<file path="src/rtl/cellrv32_cpu_cp_fpu_f2i_gen.sv">
// Multi-cycle float-to-integer converter. Converts a sign/exponent/mantissa operand to a signed or unsigned XLEN integer.
// Optional feature: define CELLRV32_FPU_F2I_RMM_EN to make rmode 100 round ties away from zero (otherwise it rounds like RNE).
module cellrv32_cpu_cp_fpu_f2i_gen #(
    parameter int XLEN   = 32,
    parameter int EXP_W  = 8,
    parameter int MANT_W = 23
) (
    input  logic              clk_i,
    input  logic              rst_i,
    input  logic              start_i,
    input  logic [2:0]        rmode_i,
    input  logic              funct_i,
    input  logic              sign_i,
    input  logic [EXP_W-1:0]  exponent_i,
    input  logic [MANT_W-1:0] mantissa_i,
    input  logic [9:0]        class_i,
    output logic              busy_o,
    output logic [XLEN-1:0]   result_o,
    output logic [4:0]        flags_o,
    output logic              done_o
);

    localparam int FP_CLASS_NEG_INF_C    = 0;
    localparam int FP_CLASS_NEG_NORM_C   = 1;
    localparam int FP_CLASS_NEG_DENORM_C = 2;
    localparam int FP_CLASS_NEG_ZERO_C   = 3;
    localparam int FP_CLASS_POS_ZERO_C   = 4;
    localparam int FP_CLASS_POS_DENORM_C = 5;
    localparam int FP_CLASS_POS_NORM_C   = 6;
    localparam int FP_CLASS_POS_INF_C    = 7;
    localparam int FP_CLASS_SNAN_C       = 8;
    localparam int FP_CLASS_QNAN_C       = 9;

    localparam int FP_EXC_NX_C = 0;
    localparam int FP_EXC_NV_C = 4;

    localparam int CNT_W = $clog2(XLEN);
    localparam int BIAS  = (1 << (EXP_W - 1)) - 1;

    localparam logic signed [EXP_W+1:0] BIAS_S = $signed((EXP_W + 2)'(BIAS));
    localparam logic signed [EXP_W+1:0] XLEN_S = $signed((EXP_W + 2)'(XLEN));
    localparam logic [XLEN-1:0] MAX_POS = {1'b0, {(XLEN - 1){1'b1}}};
    localparam logic [XLEN-1:0] MIN_NEG = {1'b1, {(XLEN - 1){1'b0}}};

    typedef enum logic [2:0] {
        S_IDLE,
        S_PREPARE,
        S_NORMALIZE,
        S_ROUND,
        S_FINALIZE
    } state_t;

    state_t state;

    logic              sign_r;
    logic [EXP_W-1:0]  exp_r;
    logic [MANT_W-1:0] mant_r;
    logic              nan_r;
    logic              inf_r;
    logic              zero_r;
    logic              denorm_r;
    logic              norm_r;
    logic              big_r;
    logic [XLEN-1:0]   int_r;
    logic [MANT_W-1:0] frac_r;
    logic [CNT_W-1:0]  cnt_r;
    logic [XLEN:0]     mag_r;
    logic              inexact_r;

    logic signed [EXP_W+1:0] unbiased;
    logic                    e_neg;
    logic                    e_minus1;
    logic                    e_big;
    logic                    special;

    logic guard_bit;
    logic round_bit;
    logic sticky_bit;
    logic inc;

    logic            carry;
    logic [XLEN-1:0] mag_lo;
    logic            sgn_ovf;
    logic [XLEN-1:0] fin_result;
    logic            fin_nv;
    logic            fin_nx;

    assign busy_o = (state != S_IDLE);

    // Operand classification, evaluated on the registered operand during PREPARE
    always_comb begin
        unbiased = $signed({2'b00, exp_r}) - BIAS_S;
        e_neg    = unbiased[EXP_W+1];
        e_minus1 = (unbiased == {(EXP_W + 2){1'b1}});
        e_big    = norm_r && !e_neg && (unbiased >= XLEN_S);
        special  = nan_r || inf_r || zero_r || e_big;
    end

    assign guard_bit  = frac_r[MANT_W-1];
    assign round_bit  = frac_r[MANT_W-2];
    assign sticky_bit = |frac_r[MANT_W-3:0];

    // rmode and funct are used live, they are not captured at start
    always_comb begin
        inc = 1'b0;
        case (rmode_i)
            3'b001: inc = 1'b0;
            3'b010: inc = (guard_bit | round_bit | sticky_bit) & sign_r;
            3'b011: inc = (guard_bit | round_bit | sticky_bit) & ~sign_r;
`ifdef CELLRV32_FPU_F2I_RMM_EN
            3'b100: inc = guard_bit;
`endif
            default: inc = guard_bit & (round_bit | sticky_bit | int_r[0]);
        endcase
    end

    always_comb begin
        carry      = mag_r[XLEN];
        mag_lo     = mag_r[XLEN-1:0];
        sgn_ovf    = carry | (sign_r ? (mag_lo > MIN_NEG) : (mag_lo > MAX_POS));
        fin_result = '0;
        fin_nv     = 1'b0;
        fin_nx     = 1'b0;
        if (zero_r) begin
            fin_result = '0;
        end else if (!funct_i) begin
            if (nan_r) begin
                fin_result = MAX_POS;
                fin_nv     = 1'b1;
            end else if (inf_r || big_r || sgn_ovf) begin
                fin_result = sign_r ? MIN_NEG : MAX_POS;
                fin_nv     = 1'b1;
            end else begin
                fin_result = sign_r ? (XLEN'(0) - mag_lo) : mag_lo;
                fin_nx     = inexact_r;
            end
        end else begin
            if (nan_r) begin
                fin_result = '1;
                fin_nv     = 1'b1;
            end else if (sign_r) begin
                fin_result = '0;
                if (inf_r || big_r || carry || (mag_lo != '0)) begin
                    fin_nv = 1'b1;
                end else begin
                    fin_nx = inexact_r;
                end
            end else if (inf_r || big_r || carry) begin
                fin_result = '1;
                fin_nv     = 1'b1;
            end else begin
                fin_result = mag_lo;
                fin_nx     = inexact_r;
            end
        end
    end

    always_ff @(posedge clk_i or posedge rst_i) begin
        if (rst_i) begin
            state     <= S_IDLE;
            sign_r    <= 1'b0;
            exp_r     <= '0;
            mant_r    <= '0;
            nan_r     <= 1'b0;
            inf_r     <= 1'b0;
            zero_r    <= 1'b0;
            denorm_r  <= 1'b0;
            norm_r    <= 1'b0;
            big_r     <= 1'b0;
            int_r     <= '0;
            frac_r    <= '0;
            cnt_r     <= '0;
            mag_r     <= '0;
            inexact_r <= 1'b0;
            result_o  <= '0;
            flags_o   <= '0;
            done_o    <= 1'b0;
        end else begin
            done_o <= 1'b0;
            case (state)
                S_IDLE: begin
                    if (start_i) begin
                        sign_r   <= sign_i;
                        exp_r    <= exponent_i;
                        mant_r   <= mantissa_i;
                        nan_r    <= class_i[FP_CLASS_SNAN_C] | class_i[FP_CLASS_QNAN_C];
                        inf_r    <= class_i[FP_CLASS_NEG_INF_C] | class_i[FP_CLASS_POS_INF_C];
                        zero_r   <= class_i[FP_CLASS_NEG_ZERO_C] | class_i[FP_CLASS_POS_ZERO_C];
                        denorm_r <= class_i[FP_CLASS_NEG_DENORM_C] | class_i[FP_CLASS_POS_DENORM_C];
                        norm_r   <= class_i[FP_CLASS_NEG_NORM_C] | class_i[FP_CLASS_POS_NORM_C];
                        state    <= S_PREPARE;
                    end
                end
                S_PREPARE: begin
                    big_r     <= e_big;
                    mag_r     <= '0;
                    inexact_r <= 1'b0;
                    // Tiny operands park their guard/round/sticky pattern directly in frac_r
                    if (denorm_r || (e_neg && !e_minus1)) begin
                        int_r  <= '0;
                        frac_r <= {2'b00, 1'b1, {(MANT_W - 3){1'b0}}};
                        cnt_r  <= '0;
                    end else if (e_minus1) begin
                        int_r  <= '0;
                        frac_r <= {1'b1, 1'b0, |mant_r, {(MANT_W - 3){1'b0}}};
                        cnt_r  <= '0;
                    end else begin
                        int_r  <= XLEN'(1);
                        frac_r <= mant_r;
                        cnt_r  <= special ? '0 : unbiased[CNT_W-1:0];
                    end
                    state <= special ? S_FINALIZE : S_NORMALIZE;
                end
                S_NORMALIZE: begin
                    if (cnt_r != '0) begin
                        int_r  <= {int_r[XLEN-2:0], frac_r[MANT_W-1]};
                        frac_r <= {frac_r[MANT_W-2:0], 1'b0};
                        cnt_r  <= cnt_r - CNT_W'(1);
                    end else begin
                        state <= S_ROUND;
                    end
                end
                S_ROUND: begin
                    mag_r     <= {1'b0, int_r} + (XLEN + 1)'(inc);
                    inexact_r <= guard_bit | round_bit | sticky_bit;
                    state     <= S_FINALIZE;
                end
                S_FINALIZE: begin
                    result_o              <= fin_result;
                    flags_o               <= 5'b00000;
                    flags_o[FP_EXC_NV_C]  <= fin_nv;
                    flags_o[FP_EXC_NX_C]  <= fin_nx;
                    done_o                <= 1'b1;
                    state                 <= S_IDLE;
                end
                default: state <= S_IDLE;
            endcase
        end
    end

endmodule

</file>
<file path="config.mk">
export PLATFORM = sky130hd
export DESIGN_NAME = cellrv32_cpu_cp_fpu_f2i_gen
export DESIGN_NICKNAME = d
export VERILOG_FILES = /design/src/rtl/cellrv32_cpu_cp_fpu_f2i_gen.sv
export SDC_FILE = /design/constraint.sdc
export NUM_CORES = 1
export LEC_CHECK = 0
export CAP_MARGIN = 25
export CORE_MARGIN = 8
export CORE_UTILIZATION = 60
export CTS_CLUSTER_DIAMETER = 100
export CTS_CLUSTER_SIZE = 16
export DETAILED_ROUTE_END_ITERATION = 6
export DONT_BUFFER_PORTS = 1
export GPL_ROUTABILITY_DRIVEN = 0
export PLACE_DENSITY_LB_ADDON = 0.3
export SYNTH_ARGS = -nofsm -noshare
export SYNTH_HDL_FRONTEND = slang
export SYNTH_SLANG_ARGS = --single-unit
export TNS_END_PERCENT = 20
</file>
<file path="constraint.sdc">
create_clock -name clk_i -period 16.3 [get_ports clk_i]
set_input_delay 3.26 -clock clk_i [delete_from_list [all_inputs] [get_ports clk_i]]
set_output_delay 3.26 -clock clk_i [all_outputs]
set_load 0.05 [all_outputs]
</file>
==> impl_metrics.tcl <==
set metrics [dict create \
    netlist.area_leader.share 0.458 \
    path_cells "nor2b_1, xnor2_1, nor2_1, a211oi_1, ha_1, ha_1, and4_1, nand4_1, nor4_1, xnor2_1, o21ai_0" \
    pwr-share-comb 0.247 \
    die_w_um 140 \
    cap_violations 0 \
    busiest_layer "met2" \
    synthTopCellsByArea "dfrtp_1 46%, o21ai_0 6.7%, nand2_1 5.2%" \
    area_growth_pct 7.33 \
    hpwl_mm 15.7 \
    die_area_sq_mm 0.0197 \
    switchingPower_mw 0.640 \
    period_minus_slack_ns 5.60 \
    ys_types 71 \
    synth_cells 1025 \
    avgSynthCellArea_sq_um 9.06 \
    io_buffers 0 \
    core_sq_mm 0.0151 \
    ys.flop_type "dfrtp_1" \
    hp-start "int_r[10]$_DFFE_PP0P_" \
    clk_latency_ns 0.44 \
    worstMarginPinSlew_ns 0.933 \
    grt_pass1_vias 7147 \
    grt_util_met1 0.328 \
    vias 7733 \
    p_seq_frac 0.498 \
    worstSetupStartpoint "rmode_i[1]" \
    synth_area_sq_mm 0.00929 \
    gr-total-overflow 0 \
    antenna_cells 0 \
    rsz0062_at_grt "false" \
    critPathRequiredTime_ns 16.57 \
    rows 45 \
    cts_hold_buf 0 \
    grt_use_met3 0.0588 \
    numCtsBuffers 17 \
    grt_antenna_before_repair 0 \
    switching_share 0.423 \
    cpPeakStageDelay_ns 0.48 \
    synth_edf_count 0 \
    internal_power_mw 0.874 \
    status "completed" \
    final.setup.tns_ns 0 \
    placedInstanceArea_sq_mm 0.00932 \
    avgViaCountPerCell 6.53 \
    path_delay_family "simple AND/OR/NAND/NOR gates" \
    worstSetupStartpointType "primary input" \
    fmax_mhz 179 \
    wirelength_mm 23.0 \
    grtUsageTotal 0.234 \
    h-tree-depth 4 \
    async_flop_share 1.00 \
    synth_seq_cells 170 \
    drt-wirelength-per-cell_um 19.4 \
    start_util 0.613 \
    ant_nets 0 \
    postCtsResizedCells 0 \
    cts_setup_buffers 0 \
    cts_tree "built" \
    grt_use_met2 0.354 \
    reg2reg_from "frac_r[5]$_DFFE_PP0P_" \
    crit_arrival_ns 5.87 \
    ios 88 \
    drtPass1Iterations 5 \
    setup_viol 0 \
    clockBufferDepth 2 \
    synth.most_common_cell "dfrtp_1" \
    drv_slew 0 \
    yosysTopAreaCell "dfrtp_1" \
    whs_ns 0.517 \
    synth_warnings 0 \
    slew_headroom 0.378 \
    route.detailed.drc 0 \
    critical-path-slowest-cell "nand4_1" \
    grt_max_degree 91 \
    final_util 0.658 \
    synthTopCellsByCount "170 x dfrtp_1, 129 x nand2_1, 125 x o21ai_0, 82 x nor2_1, 59 x clkbuf_1" \
    seq_area_frac_synth 0.458 \
    worst-path-buf-inv 0 \
    vdd_drop_max_mv 0.101 \
    clock-root-buffer "clkbuf_16" \
    final_area_sq_mm 0.00997 \
    first_iter_violations 759 \
    clockPowerShare 0.255 \
    leakage_nw 4.06 \
    drive_gt1_frac 0.101 \
    fin_nets 1039 \
    hp-class "reg2reg" \
    final_hold_viol_count 0 \
    cts_sinks 170 \
    crit_type "in2reg" \
    clock_skew_ns 0.0183 \
    crit_fanout 13 \
    end_kind "flip-flop" \
    grt_pass1_wl_mm 37.8 \
    die_h_um 140 \
    clkTransAtPathRegs_ns 0.07 \
    period_share 0.344 \
    cellPowerDensity_mw_per_mm2 152 \
]
[path summary, 6_finish.rpt]
| kind | to | slack (ns) | depth (start not counted) |
|---|---|---|---|
| max in group asynchronous | result_o[31]$_DFFE_PP0P_ | 11.96 | 4 |
| min in group asynchronous | int_r[15]$_DFFE_PP0P_ | 2.67 | 1 |
| min | int_r[10]$_DFFE_PP0P_ | 0.52 | 2 |
| min reg2reg | int_r[10]$_DFFE_PP0P_ | 0.52 | 2 |
| max reg2reg | mag_r[30]$_DFFE_PP0P_ | 12.60 | 11 |
| max | mag_r[26]$_DFFE_PP0P_ | 10.70 | 11 |
[cell usage in the layout (no fill, tap or decap), types with 4 or more instances in the layout]
cell type,count
a211oi_1,10
a21oi_1,31
a221oi_1,21
a31oi_1,12
a32o_1,4
and2_1,4
and3_1,6
buf_4,11
clkbuf_16,17
clkinv_4,4
dfrtp_1,170
ha_1,7
inv_1,23
inv_6,6
inv_8,4
mux2_2,29
mux2i_1,6
nand2_1,129
nand2b_1,7
nand3_1,18
nand3b_1,7
nand4_1,14
nor2_1,79
nor2b_1,5
nor3_1,26
nor3b_1,8
nor4_1,24
o211ai_1,4
o21ai_0,125
o221ai_1,6
o22ai_1,5
o31ai_1,32
o41ai_1,8
or3_1,12
or4_1,8
xnor2_1,27
xor2_1,23
[through the flow]
| step | worst slack [ns] | std cells | power, mW |
|---|---|---|---|
| after CTS | 10.75 | 1180 | 1.51 |
| after detailed placement | 10.37 | 1148 | 1.12 |
| after floorplan | 8.44 | 1027 | 1.02 |
| final | 10.70 | 1184 | 1.51 |
| after global placement | 10.42 | 1146 | 1.11 |
| after global routing | 10.49 | 1184 | 1.59 |
[power groups by stage]
| stage | Clock, mW | Combinational, mW | Sequential, mW |
|---|---|---|---|
| 2_1_floorplan | 0 | 0.306 | 0.716 |
| 3_3_place_gp | 0 | 0.351 | 0.758 |
| 3_5_place_dp | 0 | 0.362 | 0.761 |
| 4_1_cts | 0.391 | 0.365 | 0.754 |
| 5_1_grt | 0.408 | 0.416 | 0.771 |
| 6_report | 0.386 | 0.373 | 0.755 |
[layout make-up]
type | instances | area (sq um)
Inverter | 24 | 95.1
Sequential cell | 170 | 4250
Clock inverter | 14 | 129
Multi-Input combinational cell | 754 | 4640
Fill cell | 1187 | 5180
Tap cell | 188 | 235
Clock buffer | 18 | 429
Timing Repair Buffer | 16 | 183
[cells by family (layout without fill, tap and decap cells)]
kind of cell               count (synthesis)  count (layout)  share of synthesized area
and+or+nand+nor                          375             375                      0.203
AOI/OAI and AO/OA                        284             284                      0.195
DFF                                      170             170                      0.458
buffers and inverters                    103              72                     0.0453
xor gates and xnor gates                  50              50                     0.0472
muxes                                     35              35                     0.0416
adders and majority gates                  7               7                    0.00943
other                                      1               3                   0.000404
[worst register-to-register path: stages, from the launching register on]
cell	delay [ns]
dfrtp_1	0.41
or4_1	0.53
or4_1	0.52
o21ai_0	0.20
a211oi_1	0.11
ha_1	0.23
ha_1	0.24
and4_1	0.26
nand4_1	0.44
nor3_1	0.09
and3_2	0.25
a311o_1	0.30
[registers in the layout, summed over array words and instances (netlist names)]
| register | flops |
|---|---|
| mag_r | 33 |
| int_r | 32 |
| result_o | 32 |
| frac_r | 23 |
| mant_r | 23 |
| exp_r | 8 |
| cnt_r | 5 |
| state | 3 |
| flags_o | 2 |
| big_r | 1 |
| denorm_r | 1 |
| done_o | 1 |
| inexact_r | 1 |
| inf_r | 1 |
| nan_r | 1 |
| norm_r | 1 |
| sign_r | 1 |
| zero_r | 1 |
[metal layers]
metal,routed length (um),share of wire
met5,0,0
met4,376,0.016
met3,1710,0.075
met2,10600,0.46
met1,10300,0.45
No activity file was read; power rests on OpenSTA's default activity.
